File: src/rtl/hazard_stall_ctrl.sv
// Pipeline hazard/stall sequencer for the 5-stage core: load-use bubbles, memory-wait freezes,
// deferred branch flushes, and saturating stall/flush event counters.
module hazard_stall_ctrl #(
  parameter int          CNT_W    = 16,
  parameter logic [4:0]  ZERO_REG = 5'd31
) (
  input  logic             clock,
  input  logic             reset,
  input  logic [4:0]       id_rs1,
  input  logic [4:0]       id_rs2,
  input  logic             id_use_rs1,
  input  logic             id_use_rs2,
  input  logic             idex_MemRead,
  input  logic [4:0]       idex_rd,
  input  logic             branch_taken,
  input  logic             dmem_busy,
  input  logic             cnt_clear,
  output logic             pc_write,
  output logic             ifid_write,
  output logic             idex_write,
  output logic             exmem_write,
  output logic             idex_bubble,
  output logic             ifid_flush,
  output logic             idex_flush,
  output logic             exmem_flush,
  output logic [1:0]       state,
  output logic [CNT_W-1:0] stall_count,
  output logic [CNT_W-1:0] flush_count
);

  typedef enum logic [1:0] {
    RUN      = 2'd0,
    LU_STALL = 2'd1,
    MEM_WAIT = 2'd2,
    FLUSH    = 2'd3
  } state_e;

  localparam logic [CNT_W-1:0] CNT_MAX = {CNT_W{1'b1}};
  localparam logic [CNT_W-1:0] CNT_ONE = CNT_W'(1);

  state_e           state_q, state_d;
  logic             pending_q, pending_d;
  logic [CNT_W-1:0] stall_q, stall_d;
  logic [CNT_W-1:0] flush_q, flush_d;
  logic             lu_hit, lu, flush_req, flush_evt;

  assign lu_hit = idex_MemRead && (idex_rd != ZERO_REG) &&
                  ((id_use_rs1 && (id_rs1 == idex_rd)) ||
                   (id_use_rs2 && (id_rs2 == idex_rd)));
  assign lu     = lu_hit && (state_q != FLUSH);

  // pending_q can only be set while in MEM_WAIT, so OR-ing it in is harmless elsewhere.
  assign flush_req = branch_taken || pending_q;

  always_comb begin
    pc_write    = 1'b0;
    ifid_write  = 1'b0;
    idex_write  = 1'b0;
    exmem_write = 1'b0;
    idex_bubble = 1'b0;
    ifid_flush  = 1'b0;
    idex_flush  = 1'b0;
    exmem_flush = 1'b0;
    flush_evt   = 1'b0;
    state_d     = state_q;
    pending_d   = pending_q;
    if (reset) begin
      pc_write    = 1'b1;
      ifid_write  = 1'b1;
      idex_write  = 1'b1;
      exmem_write = 1'b1;
      state_d     = RUN;
      if (dmem_busy) begin
        pc_write    = 1'b0;
        ifid_write  = 1'b0;
        idex_write  = 1'b0;
        exmem_write = 1'b0;
        pending_d   = flush_req;
        state_d     = MEM_WAIT;
      end else if (flush_req) begin
        // A flush wins over any load-use stall in the same cycle.
        ifid_flush  = 1'b1;
        idex_flush  = 1'b1;
        exmem_flush = 1'b1;
        flush_evt   = 1'b1;
        pending_d   = 1'b0;
        state_d     = FLUSH;
      end else if (lu) begin
        pc_write    = 1'b0;
        ifid_write  = 1'b0;
        idex_bubble = 1'b1;
        state_d     = LU_STALL;
      end
    end
  end

  always_comb begin
    stall_d = stall_q;
    flush_d = flush_q;
    if (cnt_clear) begin
      stall_d = '0;
      flush_d = '0;
    end else begin
      if (!pc_write && (stall_q != CNT_MAX)) stall_d = stall_q + CNT_ONE;
      if (flush_evt && (flush_q != CNT_MAX)) flush_d = flush_q + CNT_ONE;
    end
  end

  always_ff @(posedge clock or negedge reset) begin
    if (!reset) begin
      state_q   <= RUN;
      pending_q <= 1'b0;
      stall_q   <= '0;
      flush_q   <= '0;
    end else begin
      state_q   <= state_d;
      pending_q <= pending_d;
      stall_q   <= stall_d;
      flush_q   <= flush_d;
    end
  end

  assign state       = state_q;
  assign stall_count = stall_q;
  assign flush_count = flush_q;

endmodule

File: config.mk
export PLATFORM = sky130hd
export DESIGN_NAME = hazard_stall_ctrl
export DESIGN_NICKNAME = d
export VERILOG_FILES = /design/src/rtl/hazard_stall_ctrl.sv
export SDC_FILE = /design/constraint.sdc
export NUM_CORES = 1
export LEC_CHECK = 0
export BUFFER_PORTS_ARGS = -buffer_cell sky130_fd_sc_hd__buf_4
export CAP_MARGIN = 20
export CORE_UTILIZATION = 45
export CTS_CLUSTER_DIAMETER = 150
export DETAILED_ROUTE_END_ITERATION = 12
export GPL_TIMING_DRIVEN = 0
export PLACE_DENSITY_LB_ADDON = 0.15
export SYNTH_ARGS = -nofsm -noshare
export SYNTH_HDL_FRONTEND = slang
export SYNTH_SLANG_ARGS = --single-unit
File: constraint.sdc
create_clock -name clock -period 5.8 [get_ports clock]
set_clock_uncertainty 0.05 [all_clocks]
set_input_delay 0 -clock clock [delete_from_list [all_inputs] [get_ports clock]]
set_output_delay 0 -clock clock [all_outputs]
set_load 0.01 [all_outputs]
==> impl_metrics.yaml, run 1 <==
outcome:
  outcome: "complete, no violations"
timing:
  setup_viol: 0
  min_period_ns: 2.54
  holdWs_ns: 0.134
  period_share_pct: 43.7
  fmax_mhz: 394
  max_slew_margin_pct: 60.2
  maxSlewViolCount: 0
  hold_viol: 0
  rsz0062_at_grt: "no"
  tightestPinTransition_ns: 0.596
  setup-tns-final_ns: 0
critical_path:
  critPathTopFamily: "buffers and inverters"
  cpPeakStageDelay_ns: 0.57
  arrival_ns: 2.66
  critPathBufInv: 3
  worstPathRequired_ns: 5.92
  path_cells: "dlygate4sd3_1 -> buf_4 -> nand2b_1 -> inv_1 -> o21ai_0 -> nor3b_1 -> nand4_1 -> xor2_1 -> nor2_1"
  cp_max_fo: 39
  ff2ff_path_depth: 9
  path_depth: 9
  critPathKind: "in2reg"
  cp-end-kind: "flop"
  worst_path_max_delay_cell: "nor3b_1"
  rrSetupSlack_ns: 3.53
  start_kind: "input port"
global_route:
  grt_max_degree: 40
  gr-total-overflow: 0
  grt_usage_pct: 20.6
  grt_pass1_vias: 1594
  grt_pass1_wl_um: 7110
  antenna_found_initial: 0
hold_path:
  min_path_type: "in2reg"
  hold_depth: 3
floorplanning:
  die_x_um: 68.7
  die_area_sq_um: 4720
  pin_count: 65
  core_sq_um: 4140
  rows: 23
  die_y_um: 68.7
  start_util_pct: 48.3
final_layout:
  nNetsFinal: 312
  diodes: 0
  stdcell_count: 338
  final_util_pct: 64.2
  drive_above_1_share_pct: 29.5
  area_delta_synth_final_pct: 32.9
  n_fill_cell: 378
cts:
  clk_pin_slew_ns: 0.08
  cts_buffer_depth: 2
  worst_skew_pair.late_latency_ns: 0.29
  postCtsSetupRepairBufs: 0
  numCtsBuffers: 5
  cts.sinks: 35
  root_buffer: "clkbuf_8"
  cts_tree: "built"
  htreeDepth: 2
  ctsResizeCount: 0
routing:
  drc: 0
  viasPerCell: 5.54
  drt_iter0_drc: 64
  via_count: 1873
  drt-wirelength-per-cell_um: 13.9
  drt-total-wl_um: 4700
  antenna_left: 0
  drt_pass1_iterations: 4
placement:
  hpwl_um: 3400
  portBuffers: 64
  gp_congestion: 0.753
  dpl.cell_count: 327
pwr:
  p_clk_share_pct: 35.4
  p_leak_nw: 1.21
  power.density_nw_per_um2: 190
  power_frac_comb_pct: 14.2
  p_total_mw: 0.504
  p_int_mw: 0.368
  swShare_pct: 27.0
  irDropWorstVdd_uv: 144
  power.switching_mw: 0.136
  power_frac_seq_pct: 50.4
synthesis:
  synth_flop_cell: "dfrtp_1"
  yosysMostFrequentCell: "dfrtp_1"
  seq_area_frac_synth_pct: 43.8
  ys_ff_latch: 35
  synth_top_area_share_pct: 43.8
  avgSynthCellArea_sq_um: 9.40
  synthArstFlopShare_pct: 100
  yosys_warnings: 0
  syn_nets: 238
  yosysTopAreaCell: "dfrtp_1"
  syn_area_sq_um: 2000
  postSynthCellCount: 213
  synth-edff-count: 0
  synth_area_leaders: "dfrtp_1 (44%), xnor2_1 (6.6%), nor2_1 (4.9%), xor2_1 (4.4%), a21oi_1 (4.0%)"
  synth_cell_type_count: 41
  netlist_top_cells_count: "dfrtp_1 (35), nor2_1 (26), a21oi_1 (16)"
job:
  drv_cap: 0
worst paths after layout:
check / start / to
max: reset / flush_count[10]
min: dmem_busy / state[0]
max reg2reg: stall_count[0] / stall_count[1]
min reg2reg: pending_q / pending_q
max in group asynchronous: reset / stall_count[12]
min in group asynchronous: reset / flush_count[2]
registers in the layout, summed over array words and instances, names as in the netlist:
register and flops:
state 2, stall_count 16, pending_q 1, flush_count 16
cell type report:
cell class,instances,area [sq um],area share (%)
clock buffers,6,72.6,2.73
inverters,6,22.5,0.847
clock inverters,2,12.5,0.470
well taps,50,62.6,2.35
plain buffers,10,71.3,2.68
repair buffers,67,510,19.2
multi-input cells,162,1030,38.8
flip-flops and latches,35,876,32.9
repair_timing:
action	4_1_cts	5_1_grt
setup endpoints to repair	0	0
hold buffers	3	0
hold endpoints to repair	38	0
logic make-up after synthesis:
kind of cell	Yosys count	synth area share (%)
and+or+nand+nor	88	23.6
AOI/OAI and AO/OA	45	14.8
DFF	35	43.8
xor gates and xnor gates	25	10.9
buffers and inverters	16	4.69
muxes	2	1.00
adders and majority gates	2	1.25
metrics by stage:
step,setup slack (ns),instance area (sq um)
floorplan,3.70,2000
global placement,3.41,2540
detailed placement,3.43,2540
CTS,3.18,2660
global route,2.97,2660
finish,3.26,2660
power by group through the flow:
| stage | logic (mW) | clock network [mW] | registers (mW) |
|---|---|---|---|
| final | 0.0718 | 0.178 | 0.254 |
| after global routing | 0.0798 | 0.191 | 0.255 |
| after CTS | 0.0727 | 0.180 | 0.254 |
| after detailed placement | 0.0709 | 0 | 0.259 |
| after global placement | 0.0699 | 0 | 0.259 |
| after floorplan | 0.0330 | 0 | 0.260 |
metal layers:
| metal | GRT usage (%) | share of wire (%) | wire, um | vias up |
|---|---|---|---|---|
| li1 | - | - | - | 921 |
| met1 | 27.6 | 46 | 2170 | 865 |
| met2 | 32.0 | 45 | 2100 | 75 |
| met3 | 5.76 | 7.5 | 353 | 12 |
| met4 | 6.89 | 1.6 | 74 | 0 |
| met5 | 0 | 0 | 0 | - |
worst min-delay path, cell delays in order:
cell and delay (ns):
buf_4 0.07, nand2b_1 0.24, o22ai_1 0.13
placed cells by master, fill, tap and decap left out, types with 5 or more instances in the layout:
cell type,n
xor2_1,10
a21oi_1,16
o21ai_0,12
buf_4,68
nand2_1,12
and3_1,5
nand4_1,8
nor2_1,26
dfrtp_1,35
xnor2_1,15
nand3_1,11
clkbuf_8,5
or3_1,10
inv_1,6
(Power assumes the default switching activity.)
==> run 2: changes to the inputs <==
- clock period: 5.8 -> 2.03 ns (I/O delays scaled with it)
==> run 2 against run 1 <==
Core utilization grew 6.5 points. Total power increased to 3.0 times the previous value. Hold slack gained 0.032 ns. Critical endpoint is now stall_count[7]. Largest cell class unchanged.
==> impl_metrics.yaml, run 2 (synthesis gave the netlist of run 1 again) <==
outcome:
  outcome: "complete, no violations"
timing:
  min_period_ns: 2.00
  hold_viol: 0
  tightestPinTransition_ns: 0.623
  period_share_pct: 98.3
  finalWorstSetupSlack_ns: 0.0347
  setup_viol: 0
  maxSlewViolCount: 0
  rsz0062_at_grt: "yes"
  fmax_mhz: 501
  max_slew_margin_pct: 58.1
placement:
  hpwl_um: 3470
  portBuffers: 64
  gp_congestion: 0.797
  placed_cell_area_sq_um: 2560
  dp_slack_ns: -0.369
global_route:
  grt_pass1_vias: 1772
  grt_pass1_wl_um: 8150
  gr-total-overflow: 0
  antenna_found_initial: 0
  grt_usage_pct: 23.5
  grt_max_degree: 36
cts:
  worst_skew_pair.late_latency_ns: 0.29
  clk_pin_slew_ns: 0.08
  htreeDepth: 2
  cts_tree: "built"
  root_buffer: "clkbuf_8"
  cts_buffer_depth: 2
  numCtsBuffers: 5
  cts.sinks: 35
job:
  drv_cap: 0
pwr:
  power.density_nw_per_um2: 508
  p_leak_nw: 1.33
  irDropWorstVdd_uv: 360
floorplanning:
  die_x_um: 68.7
  die_area_sq_um: 4720
  rows: 23
  core_sq_um: 4140
  start_util_pct: 48.3
  pin_count: 65
  die_y_um: 68.7
critical_path:
  start_kind: "flop"
  path_cells: "ha_4 -> and2_4 -> and3_4 -> a41oi_2 -> a21oi_2 -> buf_2 -> or3_1 -> a21oi_1"
  worst_path_max_delay_cell: "dfrtp_2"
  cpPeakStageDelay_ns: 0.42
  arrival_ns: 2.16
  cp_max_fo: 4
  r2r_start: "stall_count[0]"
  rrSetupSlack_ns: 0.03
  ff2ff_path_depth: 8
  cp-end-kind: "flop"
  r2r_end: "stall_count[7]"
  worstPathRequired_ns: 2.20
  critPathKind: "reg2reg"
final_layout:
  layout_common_cells: "buf_4 (82), dfrtp_1 (32), nor2_1 (25)"
  nNetsFinal: 329
  diodes: 0
  area_delta_synth_final_pct: 46.3
  final_common_cell: "buf_4"
  final_area_sq_um: 2930
  drive_above_1_share_pct: 40.3
routing:
  drt-wirelength-per-cell_um: 15.1
  drt_pass1_iterations: 4
  drc: 0
  drt-total-wl_um: 5360
  viasPerCell: 5.52
  antenna_left: 0
  via_count: 1960
  drt_iter0_drc: 96
hold_path:
  min_path_type: "in2reg"
  min_to: "state[0]"
  hold_depth: 3
  min_from: "dmem_busy"
==> run 2: changes by cell type in the layout (fill, tap and decap cells not counted), moves of 6 or more <==
| cell | previous run | this run |
|---|---|---|
| o21ai_0 | 12 | 5 |
| o21ai_1 | 1 | 7 |
| a21oi_1 | 16 | 10 |
| a21oi_2 | 1 | 7 |
| buf_4 | 68 | 82 |
==> run 2: power by group <==
part / switching [mW] / total (mW) / internal, mW / leakage, nW
clock: 0.273 / 0.513 / 0.240 / 0.0412
combinational: 0.121 / 0.248 / 0.127 / 0.817
sequential: 0.0151 / 0.727 / 0.711 / 0.474
total: 0.409 / 1.49 / 1.08 / 1.33
==> run 2: routing by layer <==
| layer | wire length, um | vias up | global-route usage [%] |
|---|---|---|---|
| met3 | 210 | 11 | 5.43 |
| met4 | 95 | 0 | 9.95 |
| met5 | 0 | - | 0 |
| met2 | 2570 | 62 | 38.0 |
| li1 | - | 950 | - |
| met1 | 2490 | 937 | 30.1 |
==> run 2: repair_timing <==
| item | CTS | global route |
|---|---|---|
| gates resized for setup | 6 | 23 |
| endpoints found under the setup margin | 19 | 22 |
| hold endpoints to repair | 39 | 0 |
| buffers inserted | 5 | 9 |
| gates cloned | 0 | 2 |
| pin swaps | 4 | 15 |
| hold buffers | 4 | 0 |
==> run 2: layout make-up <==
cell class | instances | area, sq um
buffer | 10 | 71.3
clock buffer | 6 | 72.6
clock inverter | 2 | 12.5
fill | 328 | 1220
inverter | 6 | 22.5
multi-input combinational | 162 | 1140
sequential | 35 | 880
tap | 50 | 62.6
timing repair buffer | 84 | 666
==> run 2: worst max-delay path by stage <==
stage / startpoint / endpoint / slack [ns] / cells past startpoint
after floorplan: stall_count[0] / stall_count[13] / 0.009 / 6
after global placement: reset / flush_count[10] / -0.33 / 8
after detailed placement: reset / flush_count[12] / -0.37 / 8
after CTS: stall_count[5] / stall_count[1] / -0.0004 / 8
after global routing: stall_count[6] / stall_count[1] / -0.06 / 8
final: stall_count[0] / stall_count[7] / 0.03 / 8
==> run 2: worst max-delay path, delay by kind of cell (launching register included) <==
family | cells | cell delay (ns)
and+or+nand+nor | 3 | 0.69
AOI/OAI and AO/OA | 3 | 0.43
DFF | 1 | 0.42
adders and majority gates | 1 | 0.16
buffers and inverters | 1 | 0.16
==> run 2: stage by stage <==
stage / setup TNS [ns] / power [mW] / utilization, % / instances / hold WS [ns]
2_1_floorplan: 0 / 0.839 / - / 213 / -0.346
6_report: 0 / 1.49 / 70.7 / 355 / 0.166
3_3_place_gp: -3.01 / 0.941 / 61.8 / 327 / -0.0529
3_5_place_dp: -3.32 / 0.944 / 61.8 / 327 / -0.0520
5_1_grt: -0.189 / 1.55 / 70.7 / 355 / 0.196
4_1_cts: -0.000415 / 1.47 / 66.5 / 344 / 0.166
